===== config.mk =====
export PLATFORM = sky130hd
export DESIGN_NAME = if_stage_flat
export DESIGN_NICKNAME = d
export VERILOG_FILES = /design/src/rtl/riscv_pkg.sv /design/src/rtl/if_stage_if.sv /design/src/rtl/if_id_reg.sv /design/src/rtl/if_stage.sv /design/src/flat_wrapper.sv
export SDC_FILE = /design/constraint.sdc
export NUM_CORES = 1
export LEC_CHECK = 0
export CAP_MARGIN = 10
export CELL_PAD_IN_SITES_DETAIL_PLACEMENT = 0
export CELL_PAD_IN_SITES_GLOBAL_PLACEMENT = 1
export CORE_ASPECT_RATIO = 1.1
export CORE_UTILIZATION = 48
export CTS_CLUSTER_SIZE = 20
export DETAILED_ROUTE_END_ITERATION = 7
export DONT_BUFFER_PORTS = 1
export PLACE_DENSITY_LB_ADDON = 0.1
export SETUP_SLACK_MARGIN = 0.1
export SLEW_MARGIN = 30
export SYNTH_ARGS = -nofsm -noshare
export SYNTH_HDL_FRONTEND = slang
export SYNTH_SLANG_ARGS = --single-unit

===== constraint.sdc =====
create_clock -name clk -period 4.1 [get_ports clk]
set_input_delay 0.41 -clock clk [delete_from_list [all_inputs] [get_ports clk]]
set_output_delay 0.41 -clock clk [all_outputs]
set_load 0.02 [all_outputs]

===== src/rtl/riscv_pkg.sv =====
// Shared pipeline constants for the five-stage RISC-V core.
package riscv_pkg;
  localparam int unsigned XLEN    = 32;
  localparam int unsigned INSTR_W = 32;
  localparam int unsigned CNT_W   = 32;

  localparam logic [XLEN-1:0]    RESET_PC  = 32'h0000_0000;
  localparam logic [INSTR_W-1:0] NOP_INSTR = 32'h0000_0013;  // addi x0,x0,0

  // Clears the two low address bits; RV32I without C fetches whole words only.
  function automatic logic [XLEN-1:0] word_align(input logic [XLEN-1:0] addr);
    return addr & ~XLEN'(3);
  endfunction
endpackage


===== src/rtl/if_stage_if.sv =====
// Signal bundle between the fetch stage and its surroundings (hazard unit, EX, imem, decode).
// Control inputs are level signals sampled on the rising clock edge; there is no
// valid/ready handshake: id_valid only qualifies the IF/ID contents for decode.
interface if_stage_if;
  import riscv_pkg::*;

  logic                 stall;
  logic                 debug;
  logic                 redirect_valid;
  logic [XLEN-1:0]      redirect_target;
  logic [XLEN-1:0]      imem_addr;
  logic [INSTR_W-1:0]   imem_rdata;
  logic [XLEN-1:0]      pc;
  logic [XLEN-1:0]      id_pc;
  logic [INSTR_W-1:0]   id_instr;
  logic                 id_valid;
  logic [CNT_W-1:0]     fetch_count;

  // Fetch stage side.
  modport master (
    input  stall, debug, redirect_valid, redirect_target, imem_rdata,
    output imem_addr, pc, id_pc, id_instr, id_valid, fetch_count
  );

  // Environment side: hazard unit, EX, instruction memory and decode.
  modport slave (
    output stall, debug, redirect_valid, redirect_target, imem_rdata,
    input  imem_addr, pc, id_pc, id_instr, id_valid, fetch_count
  );
endinterface


===== src/rtl/if_id_reg.sv =====
// Pipeline register with load / hold / flush-to-NOP and a valid bit.
// Priority: rst > flush > load > hold.
module if_id_reg
  import riscv_pkg::*;
(
  input  logic                clk,
  input  logic                rst,
  input  logic                flush,
  input  logic                load,
  input  logic [XLEN-1:0]     in_pc,
  input  logic [INSTR_W-1:0]  in_instr,
  output logic [XLEN-1:0]     out_pc,
  output logic [INSTR_W-1:0]  out_instr,
  output logic                out_valid
);

  // Register the entry; reset and flush both leave a NOP bubble behind.
  always_ff @(posedge clk) begin
    if (rst || flush) begin
      out_pc    <= '0;
      out_instr <= NOP_INSTR;
      out_valid <= 1'b0;
    end else if (load) begin
      out_pc    <= in_pc;
      out_instr <= in_instr;
      out_valid <= 1'b1;
    end
  end

endmodule


===== src/rtl/if_stage.sv =====
// Instruction-fetch stage: PC register, next-PC selection, fetch counter and IF/ID register.
module if_stage
  import riscv_pkg::*;
(
  input  logic        clk,
  input  logic        rst,
  if_stage_if.master  bus
);

  logic [XLEN-1:0]  pc_q;
  logic [CNT_W-1:0] count_q;
  logic             hold;
  logic             advance;

  // Redirect beats a hold, so only a non-redirecting, non-held edge fetches.
  assign hold    = bus.stall | bus.debug;
  assign advance = ~bus.redirect_valid & ~hold;

  // imem is combinational, so the address is simply the current PC.
  assign bus.imem_addr   = pc_q;
  assign bus.pc          = pc_q;
  assign bus.fetch_count = count_q;

  // PC register: reset, redirect (word aligned), hold, or sequential +4 (wraps).
  always_ff @(posedge clk) begin
    if (rst) begin
      pc_q <= RESET_PC;
    end else if (bus.redirect_valid) begin
      pc_q <= word_align(bus.redirect_target);
    end else if (!hold) begin
      pc_q <= pc_q + XLEN'(4);
    end
  end

  // Count every instruction accepted into IF/ID; wraps naturally.
  always_ff @(posedge clk) begin
    if (rst) begin
      count_q <= '0;
    end else if (advance) begin
      count_q <= count_q + CNT_W'(1);
    end
  end

  if_id_reg u_if_id (
    .clk       (clk),
    .rst       (rst),
    .flush     (bus.redirect_valid),
    .load      (advance),
    .in_pc     (pc_q),
    .in_instr  (bus.imem_rdata),
    .out_pc    (bus.id_pc),
    .out_instr (bus.id_instr),
    .out_valid (bus.id_valid)
  );

endmodule

===== src/flat_wrapper.sv =====
// flat-port wrapper written by rule: the top's interface ports become plain ports
module if_stage_flat import riscv_pkg::*;
  (clk, rst, bus_stall, bus_debug, bus_redirect_valid, bus_redirect_target, bus_imem_rdata, bus_imem_addr, bus_pc, bus_id_pc, bus_id_instr, bus_id_valid, bus_fetch_count);
  if_stage_if bus_i ();
  input  logic clk;
  input  logic rst;
  input wire logic [$bits(bus_i.stall)-1:0] bus_stall;
  input wire logic [$bits(bus_i.debug)-1:0] bus_debug;
  input wire logic [$bits(bus_i.redirect_valid)-1:0] bus_redirect_valid;
  input wire logic [$bits(bus_i.redirect_target)-1:0] bus_redirect_target;
  input wire logic [$bits(bus_i.imem_rdata)-1:0] bus_imem_rdata;
  output wire logic [$bits(bus_i.imem_addr)-1:0] bus_imem_addr;
  output wire logic [$bits(bus_i.pc)-1:0] bus_pc;
  output wire logic [$bits(bus_i.id_pc)-1:0] bus_id_pc;
  output wire logic [$bits(bus_i.id_instr)-1:0] bus_id_instr;
  output wire logic [$bits(bus_i.id_valid)-1:0] bus_id_valid;
  output wire logic [$bits(bus_i.fetch_count)-1:0] bus_fetch_count;
  assign bus_i.stall = bus_stall;
  assign bus_i.debug = bus_debug;
  assign bus_i.redirect_valid = bus_redirect_valid;
  assign bus_i.redirect_target = bus_redirect_target;
  assign bus_i.imem_rdata = bus_imem_rdata;
  assign bus_imem_addr = bus_i.imem_addr;
  assign bus_pc = bus_i.pc;
  assign bus_id_pc = bus_i.id_pc;
  assign bus_id_instr = bus_i.id_instr;
  assign bus_id_valid = bus_i.id_valid;
  assign bus_fetch_count = bus_i.fetch_count;
  if_stage u_core (.clk(clk), .rst(rst), .bus(bus_i));
endmodule

Word-level counts from Yosys, hierarchy flattened

Index checks and enable logic that the tools add are counted.
W data, S select, Z words.

RAM bits: 0
Latch bits: 0
Bits in read-only memories: 0
Output and inout port bits: 161
Bits in registers: 129
Memories kept: 0

$mul: 0
Reductions and logical operators: 2
Order comparisons: 0
$add $sub $neg: 2
Shift operators: 0
Divide/modulo/power cells: 0
Bitwise operators: 4
Multiplexer cells: 2
Equal/unequal tests: 1

Operators by type and width:

| kind                    | count |
|---|---|
| $mux W32                | 2 |
| $add A32 B1 Y32 const B | 1 |
| $add A32 B3 Y32 const B | 1 |
| $ne A2 B2 Y1 const B    | 1 |
| $not A1 Y1              | 2 |
| $reduce_or A2 Y1        | 1 |
| $and A1 B1 Y1           | 1 |
| $logic_or A1 B1 Y1      | 1 |
| $or A1 B1 Y1            | 1 |

Logic depth before layout (Yosys ltp)

Depth after elaboration: 3
Mapped depth: 7
Mapped depth without buffers: 6

Hierarchy

From an unflattened synthesis, not the netlist that was laid out.

Cell total of the unflattened synthesis: 608
Area, all modules: 5,734.2 sq um

Modules (own cells, without submodules):

| module    | instances | seq. area each (sq um) | cells each | area an instance (sq um) |
|---|---|---|---|---|
| if_stage  | 1         | 1,241.2                | 397        | 3,398.3 |
| if_id_reg | 1         | 1,301.2                | 211        | 2,336.0 |

Worst setup path before layout

OpenSTA, ideal clock, no wires.

Kind: register to register
From: reg u_core.pc_q[2] (netlist: u_core.bus.imem_addr[2])
To: reg u_core.pc_q[16] (netlist: u_core.bus.imem_addr[16])
Setup slack: 2,105 ps
Arrival: 1,910 ps
Buffers on the path: 0
Cell stages (with the launch flop): 7
Library setup time: 86 ps
Period minus slack after synthesis: 1,995 ps
Path through: dfxtp_1 -> ha_1 -> or3b_1 -> nor2_2 -> nand4_1 -> xor2_1 -> a211oi_1

Word-level cells in the longest chain between the ends: 3

Ends and longest elaborated chain:

| element                | RTL line       | source |
|---|---|---|
| start, declared        | if_stage.sv:10 | `logic [XLEN-1:0] pc_q;` |
| start signal, assigned | if_stage.sv:29 | `pc_q <= word_align(bus.redirect_target);` |
| start signal, assigned | if_stage.sv:31 | `pc_q <= pc_q + XLEN'(4);` |
| $add A32 B3 Y32        | if_stage.sv:31 |  |
| $mux W32               | if_stage.sv:30 | `end else if (!hold) begin` |
| $mux W32               | if_stage.sv:28 | `end else if (bus.redirect_valid) begin` |

Every way passes these cells. The select of a mux whose other input is x is not followed.
A chain may end at the register's enable or synchronous reset.

Final worst setup path

From: reg u_core.pc_q[4] (netlist: u_core.bus.imem_addr[4])
To: reg u_core.pc_q[22] (netlist: u_core.bus.imem_addr[22])

Same word-level chain as after synthesis.

==> flow_metrics.tcl <==
set metrics [dict create \
    cts_hold_buf 0 \
    cts_tree "yes" \
    cap_violations 0 \
    globalRouteMet1Util_pct 29.3 \
    yosysTopAreaCellShare_pct 44.6 \
    timing.hold.ws_ns 0.0654 \
    final_area_um2 6040 \
    initial_core_util_pct 49.1 \
    postSynthAreaPerCell_um2 8.37 \
    first_pass_iters 4 \
    area_growth_pct 7.51 \
    dieWidth_um 105 \
    p_switching_uw 731 \
    regArea_um2 2500 \
    cts_sinks 125 \
    pwr-share-comb_pct 3.5 \
    powerDensity_nw_per_um2 495 \
    crit_path_start_kind "flip-flop" \
    worst_ep_arrival_time_ns 3.02 \
    grt-ovfl-total 0 \
    r2r-start "u_core.bus.imem_addr[4]" \
    multi_input_area_um2 2690 \
    cp-end-kind "flip-flop" \
    layout-drive-gt1-share_pct 10.4 \
    insertion_delay_ns 0.41 \
    cts_buffer_depth 2 \
    clock_power_share_pct 51.1 \
    yosys-top-cells-area "dfxtp_1 (45%), nand2_1 (9.2%), a21oi_1 (6.2%), buf_4 (4.9%), xnor2_1 (4.4%)" \
    via_count 4454 \
    antenna_found_initial 0 \
    gp_congestion 0.773 \
    die-area_um2 12100 \
    dpl-instance-area_um2 5430 \
    rsz0062_at_grt "no" \
    nets 695 \
    num_antenna_cells 0 \
    p_int_uw 2260 \
    final-setup-viol-count 0 \
    grt_pass1_wl_mm 22.2 \
    postCtsSetupRepairBufs 0 \
    cp-endpoint "u_core.bus.imem_addr[22]" \
    die_h_um 115 \
    drt_first_iter_violations 265 \
    max-vdd-ir-drop_mv 0.225 \
    ctsResizeCount 0 \
    slew_violations 0 \
    slew_headroom_pct 49.0 \
    grt_max_degree 68 \
    met3_usage_pct 8.21 \
    gr-usage-met2_pct 37.5 \
    numCtsBuffers 17 \
    crit_required_ns 4.43 \
    grt_usage_pct 23.5 \
    outcome "finished, final reports clean" \
    dp_hpwl_mm 9.68 \
    ff2ff_path_depth 5 \
    via_per_inst 5.66 \
    p_leak_uw 0.00201 \
    critPathLaunch "u_core.bus.imem_addr[4]" \
    io_pins 230 \
    synth_area_um2 5610 \
    wirelength_mm 14.6 \
    wire_per_inst_um 18.5 \
    hold_class "in2reg" \
    crit_type "reg2reg" \
    worstPathMaxFanout 11 \
    postRouteAntennaNets 0 \
    core_area_um2 11400 \
    route.detailed.drc 0 \
    r2r_slack_ns 1.41 \
    ys_seq_area_share_pct 44.6 \
    path_clk_slew_ns 0.06 \
    core.rowCount 41 \
    tightest_slew_ns 0.763 \
    hold_viol 0 \
    busiest_layer "met2" \
    period_needed_ns 2.69 \
    netlist_instances 671 \
    seqPwrFrac_pct 45.4 \
    finalCritPeriodShare_pct 65.7 \
    ys_types 56 \
    setup-tns-final_ns 0 \
    io_buffers 0 \
    skew_ns 0.00703 \
    yosys_warnings 0 \
    synth_top_area_cell "dfxtp_1" \
    synth_seq_cells 125 \
    cts_root_buf "clkbuf_16" \
    ctsHtreeMaxLevel 4 \
    swShare_pct 24.4 \
    r2r-end "u_core.bus.imem_addr[22]" \
    n_fill_cell 1089 \
    grt_pass1_vias 4063 \
    fmax_mhz 371 \
]
==> power groups by stage <==
stage / combinational, µW / sequential, µW / clock (µW)
after floorplan: 153 / 1340 / 0
after global placement: 101 / 1380 / 0
after detailed placement: 105 / 1380 / 0
after CTS: 105 / 1360 / 1540
after global routing: 118 / 1360 / 1600
final: 105 / 1360 / 1530
==> synthesized netlist by cell type, drive strengths merged <==
cell type and instances:
a31o 2, and4bb 1, o21ba 1, inv 10, o22ai 3, or3 7, or2 3, nand3 24
nor2b 3, a22oi 1, o21ai 6, a21oi 70, nand3b 1, nor3b 1, xnor2 28, or3b 1
o32ai 1, o211ai 2, xor2 17, a211oi 13, nor2 54, and3 8, and4 8, ha 2
nor3 12, mux2 1, o31ai 2, a21bo 1, nand2b 1, dfxtp 125, nand2 138, conb 1
clkbuf 30, nor4b 2, o21a 1, nor4 9, buf 43, nand4b 2, mux2i 3, and2 5
o221a 11, nand4 15, a221o 1, a311oi 1
==> critical path, stage by stage, from the launching register on <==
cell	delay, ns
dfxtp_1	0.81
nand4_2	0.33
nor4b_4	0.69
nand3_2	0.17
or3_1	0.41
o31ai_1	0.19
==> cells in the final DEF, fill, tap and decap left out, drive strengths merged, types with 8 or more instances in the layout <==
cell type / Yosys / routed
and4: 8 / 8
and3: 8 / 8
nand2: 138 / 138
o221a: 11 / 11
dfxtp: 125 / 125
inv: 10 / 10
nand4: 15 / 15
xor2: 17 / 17
a21oi: 70 / 70
a211oi: 13 / 13
xnor2: 28 / 28
nor2: 54 / 54
nor3: 12 / 12
nor4: 9 / 9
nand3: 24 / 24
clkbuf: 30 / 24
==> cells by family (layout without fill, tap and decap cells) <==
kind of cell             Yosys count  in the layout  share of synthesized area (%)
adder cells (fa/ha/maj)            2              2                          0.446
AND/OR/NAND/NOR                  295            295                           25.9
multiplexers                       4              4                          0.735
AO/OA/AOI/OAI                    116            116                           13.1
XOR/XNOR                          45             45                           7.02
other                              1              6                         0.0668
buffers and inverters             83             44                           8.11
flip-flops                       125            125                           44.6
==> state kept, by name (all words and copies together), names as in the netlist <==
signal                    count
u_core.u_if_id.out_instr     32
u_core.bus.fetch_count       32
u_core.bus.imem_addr         30
u_core.u_if_id.out_valid      1
u_core.u_if_id.out_pc        30
==> cell type report <==
class / instances / share of cell area [%]
Clock inverter: 8 / 1.76
Clock buffer: 24 / 8.31
Tap cell: 150 / 3.11
Timing Repair Buffer: 2 / 0.249
Sequential cell: 125 / 41.5
Inverter: 10 / 0.622
Multi-Input combinational cell: 468 / 44.5
==> per-stage QoR <==
step / utilization [%] / instances / setup slack [ns] / total power (µW)
floorplan: - / 676 / 2.10 / 1490
global placement: 47.4 / 755 / 1.48 / 1490
detailed placement: 47.4 / 755 / 1.43 / 1490
CTS: 52.7 / 787 / 1.38 / 3010
global route: 52.8 / 787 / 1.22 / 3080
finish: 52.8 / 787 / 1.41 / 2990
==> routing by layer <==
| metal | share of wire (%) | wire length [µm] |
|---|---|---|
| met4 | 1.9 | 283 |
| met5 | 0 | 0 |
| met2 | 46 | 6690 |
| met3 | 8.4 | 1220 |
| met1 | 44 | 6380 |
==> worst min-delay path by stage <==
| stage | startpoint | end | slack (ns) | depth (start not counted) |
|---|---|---|---|---|
| 2_1_floorplan | bus_imem_rdata[0] | u_core.u_if_id.out_instr[0] | 0.53 | 2 |
| 3_3_place_gp | rst | u_core.bus.imem_addr[30] | 0.48 | 1 |
| 3_5_place_dp | rst | u_core.bus.imem_addr[30] | 0.48 | 1 |
| 4_1_cts | rst | u_core.bus.imem_addr[30] | 0.05 | 1 |
| 5_1_grt | rst | u_core.bus.imem_addr[21] | 0.06 | 1 |
| 6_report | rst | u_core.bus.imem_addr[21] | 0.07 | 1 |
Note: power is estimated with default switching activity, not from simulation.
==> RTL change: new RTL, same flow settings <==
Reset style: asynchronous (`rst`), changed in 2 clocked blocks.
--- a/src/rtl/if_stage.sv
+++ b/src/rtl/if_stage.sv
@@ -23,5 +23,5 @@
 
   // PC register: reset, redirect (word aligned), hold, or sequential +4 (wraps).
-  always_ff @(posedge clk) begin
+  always_ff @(posedge clk or posedge rst) begin
     if (rst) begin
       pc_q <= RESET_PC;
@@ -34,5 +34,5 @@
 
   // Count every instruction accepted into IF/ID; wraps naturally.
-  always_ff @(posedge clk) begin
+  always_ff @(posedge clk or posedge rst) begin
     if (rst) begin
       count_q <= '0;
Behaviour: differs if rst is asserted again (counterexample within 4 cycles, from zero or initial values and one cycle with rst high); with rst held inactive, the same outputs for 10 cycles.
==> RTL change against the unedited design <==
Via count decreased by 0.36%. Synthesized area increased by 1.7%. Power increased by 5.2%. Worst setup slack improved by 7.9 ps. Critical endpoint is now u_core.bus.imem_addr[26]$_DFFE_PP0N_. Highest routed layer unchanged. Clock skew increased by 0.91 ps. Design area increased by 1.5%. Combinational power increased by 82%. Sequential power increased by 11%. Routed wire length decreased by 3.2%. Largest cell class is now sequential cells. Worst hold slack improved by 59 ps. Sequential cell count unchanged. Maximum frequency increased by 0.30%.
==> RTL change: results (changes against the unedited design) <==
Place
  • Placed inst area: 0.00554 sq mm (+2.1%)
  • Placement Setup Slack: 1410 ps (-20.7 ps)
  • Final Wtd Congestion: 0.782 (+1.1%)
  • DP Wirelength: 9.68 mm (about the same)

Synth
  • Top post-synthesis cells by area: dfrtp_1 27%, dfxtp_1 22%, nand2_1 11%, a21oi_1 5.2%, buf_4 4.7%
  • Seq/Total Area, Yosys: 49.3% (+4.7 points)
  • Most frequent cells after synthesis: 162 x nand2_1, 63 x dfxtp_1, 62 x dfrtp_1
  • Syn Area/Cell: 8.66 sq um (+3.5%)
  • Share of flip-flops with an asynchronous set or reset: 49.6% (+50 points)

Final layout
  • Layout Nets: 685 (-1.4%)
  • Area Overhead vs Synth: 7.25%
  • Fillers: 1106 (+1.6%)
  • Share of layout cells above drive strength 1: 7.50% (-2.9 points)

Route
  • Drt wl/cell: 18.2 um (-1.9%)
  • Starting DRT DRC Count: 222 (-16%)
  • DRC: 0 (unchanged)
  • Vias: 4438 (-0.36%)

Setup path
  • RR Endpoint: u_core.bus.imem_addr[26]$_DFFE_PP0N_
  • Crit path launch: u_core.bus.imem_addr[4]$_DFFE_PP0N_
  • Cell count of the worst reg-to-reg path: 4 (-1)
  • CP max stage delay: 830 ps (+20 ps)
  • Slowest cell on the critical path: or4_1
  • Worst Path Arrival: 3010 ps (about the same)

Hold path
  • Hold EP: u_core.bus.imem_addr[12]$_DFFE_PP0N_
  • HP Class: input pin to flip-flop
  • Min-Delay Startpoint: bus_redirect_valid

Clock network
  • CTS H-Tree Depth: 4 (unchanged)

STA
  • Skew final: 7.95 ps (+0.914 ps)
  • Slew at the pin closest to its max-slew limit: 820 ps (+56.9 ps)
  • Worst hold slack: 124 ps (+58.9 ps)
  • Crit share post-route: 65.5% (-0.19 points)

Run status
  • Outcome: finished clean

GRT
  • Vias in the first global route: 4250 (+4.6%)
  • Total track usage: 22.6% (-0.92 points)
  • First-pass GRT wire length: 21.8 mm (-1.8%)
  • Largest net degree at the start of global routing: 63 (-7.4%)

Power
  • Clock share of power: 46.0% (-5.1 points)
  • Total Power: 3.15 mW (+5.2%)
  • Worst vdd ir: 0.239 mV (+6.2%)
  • Leakage: 2.32 nW (+15%)
  • Seq pwr share: 47.9% (+2.5 points)
==> RTL change: cells by family after synthesis <==
group,count (synthesis),share of synthesized area [%]
AOI/OAI and AO/OA,103,10.1
xor gates and xnor gates,42,6.44
adders and majority gates,2,0.438
buffers and inverters,83,8.09
DFF,125,49.3
muxes,1,0.175
other,1,0.0657
and+or+nand+nor,302,25.4
==> RTL change: layer usage <==
layer / wire length [um] / track usage [%] / vias up
met5: 0 / 0 / -
li1: - / - / 2135
met2: 6960 / 38.1 / 145
met3: 1110 / 8.82 / 18
met1: 5860 / 26.4 / 2140
met4: 183 / 8.06 / 0
==> RTL change: worst max-delay path: cells and delay by family, from the launching register on <==
kind,cells,cell delay (ps)
AND/OR/NAND/NOR,3,1700
flip-flops,1,720
AO/OA/AOI/OAI,1,180
==> RTL change: area by class of cell <==
type	instances	area share [%]
sequential	125	45.9
clock inverter	10	1.35
timing repair buffer	4	0.490
multi-input combinational	456	40.5
tap	150	3.06
inverter	10	0.613
clock buffer	22	8.09
